==> config.mk <==
export PLATFORM = sky130hd
export DESIGN_NAME = fifo_param_flat
export DESIGN_NICKNAME = d
export VERILOG_FILES = /design/src/rtl/fifo_param_if.sv /design/src/rtl/fifo_param.sv /design/src/flat_wrapper.sv
export SDC_FILE = /design/constraint.sdc
export NUM_CORES = 1
export LEC_CHECK = 0
export CORE_MARGIN = 2
export CORE_UTILIZATION = 30
export CTS_BUF_LIST = sky130_fd_sc_hd__clkbuf_16
export CTS_CLUSTER_SIZE = 10
export DETAILED_ROUTE_END_ITERATION = 6
export GPL_ROUTABILITY_DRIVEN = 0
export GPL_TIMING_DRIVEN = 0
export PLACE_DENSITY = 0.43
export SLEW_MARGIN = 25
export SYNTH_ARGS = -nofsm -noshare
export SYNTH_HDL_FRONTEND = slang
export SYNTH_SLANG_ARGS = --single-unit
==> constraint.sdc <==
create_clock -name ck -period 7.96 [get_ports ck]
set_clock_uncertainty 0.2 [all_clocks]
set_input_delay 1.194 -clock ck [delete_from_list [all_inputs] [get_ports ck]]
set_output_delay 1.194 -clock ck [all_outputs]
set_load 0.005 [all_outputs]
==> src/rtl/fifo_param_if.sv <==
// Producer/consumer-facing bus of fifo_param: write/read requests, data, occupancy and flags.
// The FIFO owns the slave side; the block driving Din/Wen/Ren owns the master side.
interface fifo_param_if #(
  parameter int WIDTH = 8,
  parameter int AW    = 4
);
  logic [WIDTH-1:0] Din;
  logic             Wen;
  logic             Ren;
  logic [WIDTH-1:0] Dout;
  logic             Fempty;
  logic             Ffull;
  logic             Fafull;
  logic             Faempty;
  logic [AW:0]      Count;
  logic             Werr;
  logic             Rerr;

  modport master (
    output Din, Wen, Ren,
    input  Dout, Fempty, Ffull, Fafull, Faempty, Count, Werr, Rerr
  );

  modport slave (
    input  Din, Wen, Ren,
    output Dout, Fempty, Ffull, Fafull, Faempty, Count, Werr, Rerr
  );
endinterface

==> src/rtl/fifo_param.sv <==
// Parametrised single-clock FIFO with occupancy count, almost flags, error pulses and optional FWFT read.
// Flags are registered from next-state occupancy, so they never lag the stored data.
module fifo_param #(
  parameter int WIDTH    = 8,
  parameter int AW       = 4,
  parameter int AF_LEVEL = 14,
  parameter int AE_LEVEL = 2,
  parameter int FWFT     = 0
) (
  input logic         ck,
  input logic         rst,
  fifo_param_if.slave bus
);
  localparam int          DEPTH   = 1 << AW;
  localparam logic [AW:0] DEPTH_C = (AW + 1)'(DEPTH);
  localparam logic [AW:0] AF_C    = (AW + 1)'(AF_LEVEL);
  localparam logic [AW:0] AE_C    = (AW + 1)'(AE_LEVEL);

  logic [WIDTH-1:0] mem_q [DEPTH];
  logic [AW-1:0]    wptr_q;
  logic [AW-1:0]    rptr_q;
  logic [AW:0]      count_q;
  logic [AW:0]      count_d;
  logic             fempty_q;
  logic             ffull_q;
  logic             fafull_q;
  logic             faempty_q;
  logic             werr_q;
  logic             rerr_q;
  logic             wa;
  logic             ra;

  // A read frees a slot in the same edge, so a write at full is accepted alongside it.
  always_comb begin
    ra      = bus.Ren & ~fempty_q;
    wa      = bus.Wen & (~ffull_q | ra);
    count_d = count_q + {{AW{1'b0}}, wa} - {{AW{1'b0}}, ra};
  end

  always_ff @(posedge ck) begin
    if (rst) begin
      wptr_q    <= '0;
      rptr_q    <= '0;
      count_q   <= '0;
      fempty_q  <= 1'b1;
      ffull_q   <= 1'b0;
      fafull_q  <= 1'b0;
      faempty_q <= 1'b1;
      werr_q    <= 1'b0;
      rerr_q    <= 1'b0;
    end else begin
      if (wa) wptr_q <= wptr_q + 1'b1;
      if (ra) rptr_q <= rptr_q + 1'b1;
      count_q   <= count_d;
      fempty_q  <= (count_d == '0);
      ffull_q   <= (count_d == DEPTH_C);
      fafull_q  <= (count_d >= AF_C);
      faempty_q <= (count_d <= AE_C);
      werr_q    <= bus.Wen & ~wa;
      rerr_q    <= bus.Ren & ~ra;
    end
  end

  // Storage is deliberately not cleared by reset; pointers alone define validity.
  always_ff @(posedge ck) begin
    if (!rst && wa) mem_q[wptr_q] <= bus.Din;
  end

  generate
    if (FWFT == 0) begin : g_reg_read
      logic [WIDTH-1:0] dout_q;
      always_ff @(posedge ck) begin
        if (rst)     dout_q <= '0;
        else if (ra) dout_q <= mem_q[rptr_q];
      end
      assign bus.Dout = dout_q;
    end else begin : g_fwft_read
      assign bus.Dout = mem_q[rptr_q];
    end
  endgenerate

  assign bus.Count   = count_q;
  assign bus.Fempty  = fempty_q;
  assign bus.Ffull   = ffull_q;
  assign bus.Fafull  = fafull_q;
  assign bus.Faempty = faempty_q;
  assign bus.Werr    = werr_q;
  assign bus.Rerr    = rerr_q;
endmodule

==> src/flat_wrapper.sv <==
// flat-port wrapper written by rule: the top's interface ports become plain ports
module fifo_param_flat 
#(
  parameter int WIDTH    = 8,
  parameter int AW       = 4,
  parameter int AF_LEVEL = 14,
  parameter int AE_LEVEL = 2,
  parameter int FWFT     = 0
)
  (ck, rst, bus_Din, bus_Wen, bus_Ren, bus_Dout, bus_Fempty, bus_Ffull, bus_Fafull, bus_Faempty, bus_Count, bus_Werr, bus_Rerr);
  fifo_param_if #(.WIDTH(WIDTH), .AW(AW)) bus_i ();
  input logic ck;
  input logic rst;
  input wire logic [$bits(bus_i.Din)-1:0] bus_Din;
  input wire logic [$bits(bus_i.Wen)-1:0] bus_Wen;
  input wire logic [$bits(bus_i.Ren)-1:0] bus_Ren;
  output wire logic [$bits(bus_i.Dout)-1:0] bus_Dout;
  output wire logic [$bits(bus_i.Fempty)-1:0] bus_Fempty;
  output wire logic [$bits(bus_i.Ffull)-1:0] bus_Ffull;
  output wire logic [$bits(bus_i.Fafull)-1:0] bus_Fafull;
  output wire logic [$bits(bus_i.Faempty)-1:0] bus_Faempty;
  output wire logic [$bits(bus_i.Count)-1:0] bus_Count;
  output wire logic [$bits(bus_i.Werr)-1:0] bus_Werr;
  output wire logic [$bits(bus_i.Rerr)-1:0] bus_Rerr;
  assign bus_i.Din = bus_Din;
  assign bus_i.Wen = bus_Wen;
  assign bus_i.Ren = bus_Ren;
  assign bus_Dout = bus_i.Dout;
  assign bus_Fempty = bus_i.Fempty;
  assign bus_Ffull = bus_i.Ffull;
  assign bus_Fafull = bus_i.Fafull;
  assign bus_Faempty = bus_i.Faempty;
  assign bus_Count = bus_i.Count;
  assign bus_Werr = bus_i.Werr;
  assign bus_Rerr = bus_i.Rerr;
  fifo_param #(.WIDTH(WIDTH), .AW(AW), .AF_LEVEL(AF_LEVEL), .AE_LEVEL(AE_LEVEL), .FWFT(FWFT)) u_core (.ck(ck), .rst(rst), .bus(bus_i));
endmodule
======== After elaboration in Yosys (flattened, before gate mapping) ========
Memories as Yosys holds them, arrays and structs flattened. A register that Yosys moved wholly into a read port is not among the register bits.
Index checks and enable logic that the tools add are counted.
Widths: inputs -> output; s select.
storage, ports and cells
  flip-flop bits (word level) ............. 19
  bits in writable memories ............... 128
  input port bits ......................... 12
  output and inout bits ................... 19
  word-level logic and storage cells ...... 31
  memories ................................ 1
memory list
  name          depth  width  read ports  clocked after Yosys merged registers in  write ports  line              source
  u_core.mem_q  16     8      1           1                                        1            fifo_param.sv:19  logic [WIDTH-1:0] mem_q [DEPTH];
operators by class
  add/subtract/negate cells ............... 4
  order comparisons ....................... 2
  eq/ne operators ......................... 1
  mux-type cells .......................... 2
  bitwise logic cells ..................... 9
  reductions and logical operators ........ 3
operators by type and width
  kind                 number
  $add 4x1->4 const B  2
  $add 5x1->5          1
  $eq 5x5->1 const B   1
  $ge 5x4->1 const B   1
  $le 5x2->1 const B   1
  $logic_not 5->1      1
  $sub 5x1->5          1
  $and 1x1->1          4
  $not 1->1            4
  $mux 1               2
  $logic_and 1x1->1    1
  $logic_not 1->1      1
  $or 1x1->1           1

======== Longest topological paths before layout ========
  depth in word-level cells ............... 7
  mapped depth ............................ 10
  mapped depth without buffers ............ 10

======== Worst setup path before layout ========
No wires, ideal clock.
  kind .................................... input -> register
  start ................................... in bus_Ren
  end ..................................... reg u_core.ffull_q, in the netlist u_core.bus.Ffull
  library setup time ...................... 80 ps
  arrival time ............................ 3286 ps
  data required time ...................... 7680 ps
  path slack .............................. 4395 ps
  stages .................................. 10
  buffers on the path ..................... 0
  path through ............................ nand2b_1 clkinv_1 ha_1 inv_1 ha_1 fa_1 a21o_1 a21oi_1 mux2i_1 nor3b_1
on the way
  cells in the longest elaborated chain, start to end .. 6
RTL lines
  what                  line                source
  start, declared       flat_wrapper.sv:16  input wire logic [$bits(bus_i.Ren)-1:0] bus_Ren;
  $and 1x1->1 *         fifo_param.sv:35    ra = bus.Ren & ~fempty_q;
  net u_core.ra         fifo_param.sv:31    logic ra;
  $or 1x1->1            fifo_param.sv:36    wa = bus.Wen & (~ffull_q | ra);
  $and 1x1->1           fifo_param.sv:36
  $add 5x1->5           fifo_param.sv:37    count_d = count_q + {{AW{1'b0}}, wa} - {{AW{1'b0}}, ra};
  $sub 5x1->5 *         fifo_param.sv:37
  $eq 5x5->1 *          fifo_param.sv:56    ffull_q <= (count_d == DEPTH_C);
  end signal, assigned  fifo_param.sv:56
  end, declared         fifo_param.sv:25    logic ffull_q;
The timed path passes the listed nets; every way through them passes the cells marked *.
A chain may end at the register's enable or synchronous reset.

======== Final worst setup path ========
Ends and elaborated chain as after synthesis.

==> run metrics <==
origin of the critical flop-to-flop path u_core.bus.Fempty; die height 147 µm; Hold Buf Count CTS 0; path type of the worst setup path in -> reg; port buffer count 29; asr flop ratio synth 0%; largest net degree at the start of global routing 17; crit start category input pin; share of post-route cells with drive strength above 1 16.5%; postcts setup bufs 0; total number of H-tree levels 4; detailed placement HPWL 9.16 mm; Post-synth EDFFs 128; post-synth top area share 62.3%; Hold Slack 0.290 ns; Routed WL 13.8 mm; max-capacitance violation count 0; first-pass GRT wire length 21.2 mm; final hold violation count 0; Arr. time, crit path 4.19 ns; crit-path max FO 9; maximum root-to-sink buffer count 2; WL per Instance 20.1 µm; die width 147 µm; min Tclk post-route 4.06 ns; crit path capture u_core.bus.Ffull; Final Max Tran Viols 0; Distinct cells, synth 38; die area 21700 µm²; Seq cells post-synth 155; most frequent cells after synthesis edfxtp_1 (128), dfxtp_1 (27), nor2_1 (22); detailed-route DRC error count 0; RSZ-0062 raised after global routing no; Hold Path Class reg -> reg; clock tree sinks 155; GRT Util Overall 13.6%; status complete, no violations; Place WS 3.45 ns; footprint of the multi-input gates 1660 µm²; yosys warns 0; top_reg_cell synth edfxtp_1; synth top area cells edfxtp_1 (62%), dfxtp_1 (8.8%), mux4_2 (5.1%), mux4_1 (4.3%), mux2i_1 (2.9%); Starting Density 30.5%; DR pass1 iterations 4; Worst R2R Path Depth 10; Cells after Synth 353; nets 428; CTS root buffer clkbuf_16; row count 52; Highest Clock Rate 0.246 GHz; Worst Setup End Kind flip-flop; register area 4380 µm²; DR iter-0 viols 217; worst vdd rail ir drop 0.176 mV; GR Overflow Total 0; CP startpoint bus_Ren; synth-to-layout area growth 20.6%; total vias in the final route 3220; I/O pin count 31; PD cells 278 nW/µm²; cts bufs inserted 17; Critical Path RT 8.09 ns; slew margin rel. 31.3%; Avg Inst Size Synth 17.5 µm²; sequential element share of the synthesized area 71.1%; vias in the first global route 3498; count leader, synth edfxtp_1; Register-to-Register Setup Slack 4.70 ns; Synth area leader edfxtp_1; initial antenna violation count 0; final antenna diode count 0; Leak Pwr 2.44 nW; filler cell count 1860; reg2reg end u_core.bus.Ffull; Sum Neg Setup Slack 0 ns; core area 20200 µm²; Finished Core Util 36.8%; clock transition at the registers of the reported paths 0.06 ns; syn nets 376; DRT antenna net count 0; period utilisation layout 51.0%; CTS tree done; final worst slack 3.90 ns; Worst-Margin Slew 1.03 ns; final setup fails 0; Cell Area, Synth 6170 µm²; via density per instance 4.68; worst-skew pair later-pin latency 0.41 ns; post-cts sizing count 0
-- flip-flops by register name (all words and copies together) (netlist names), 4 cells and up --
signal and flops:
u_core.rptr_q 4, u_core.mem_q 128, u_core.bus.Dout 8, u_core.wptr_q 4, u_core.bus.Count 5
-- cells by family (layout without fill, tap and decap cells) --
logic type | after synthesis | in the layout | share of synthesized area, %
XOR/XNOR | 10 | 10 | 1.42
AO/OA/AOI/OAI | 35 | 35 | 4.14
adder cells (fa/ha/maj) | 11 | 11 | 2.35
AND/OR/NAND/NOR | 64 | 64 | 4.91
multiplexers | 50 | 50 | 13.8
flip-flops | 155 | 155 | 71.1
buffers and inverters | 28 | 93 | 2.31
-- stage by stage --
stage               std cells  cell area [µm²]  total power, mW
global placement          652             6790             1.28
finish                    688             7440             2.07
global route              688             7440             2.16
floorplan                 353             6170             1.15
CTS                       688             7430             2.09
detailed placement        656             6840             1.28
-- power by group --
part / internal [mW] / switching (mW) / leakage [nW] / total [mW]
logic: 0.158 / 0.155 / 0.764 / 0.313
registers: 0.918 / 0.0237 / 1.37 / 0.942
clock network: 0.513 / 0.297 / 0.299 / 0.810
total: 1.59 / 0.476 / 2.44 / 2.07
-- worst min-delay path by stage --
stage / from / to / cells after the start
4_1_cts: u_core.bus.Dout[6] / u_core.bus.Dout[6] / 2
6_report: u_core.bus.Dout[6] / u_core.bus.Dout[6] / 2
3_3_place_gp: u_core.bus.Dout[6] / u_core.bus.Dout[6] / 2
3_5_place_dp: u_core.bus.Dout[3] / u_core.bus.Dout[3] / 2
5_1_grt: u_core.bus.Dout[3] / u_core.bus.Dout[3] / 2
2_1_floorplan: u_core.bus.Dout[6] / u_core.bus.Dout[6] / 2
-- cells in the final DEF (no fill, tap or decap), types with 6 or more instances in the layout --
cell,Yosys,final
mux2_2,8,8
inv_1,10,13
o211ai_1,10,10
clkbuf_16,0,17
nor2_1,22,20
edfxtp_1,128,128
dfxtp_1,27,27
ha_1,10,10
a22oi_1,15,15
mux4_1,10,10
nand2_1,19,19
mux4_2,14,14
xnor2_1,6,6
clkdlybuf4s50_1,0,29
clkinv_1,1,7
mux2i_1,18,18
buf_2,8,8
-- layer usage --
layer	wire, µm	global-route usage (%)
met5	0	0
met4	131	4.95
met3	563	3.11
met2	6710	21.8
met1	6400	18.1
-- worst max-delay path, stage by stage --
cell	delay, ns
clkdlybuf4s50_1	0.48
nand2b_1	0.18
clkinv_1	0.29
ha_1	0.38
inv_1	0.04
ha_1	0.21
fa_1	0.40
a21o_1	0.17
a21oi_1	0.26
mux2i_1	0.36
nor3b_1	0.24
-- cell type report --
class | count | area share (%)
flip-flops and latches | 155 | 58.9
multi-input cells | 170 | 22.4
clock buffers | 17 | 5.72
well taps | 270 | 4.54
repair buffers | 33 | 4.31
clock inverters | 15 | 2.20
plain buffers | 17 | 1.36
inverters | 11 | 0.555
No activity file was read; power rests on OpenSTA's default activity.
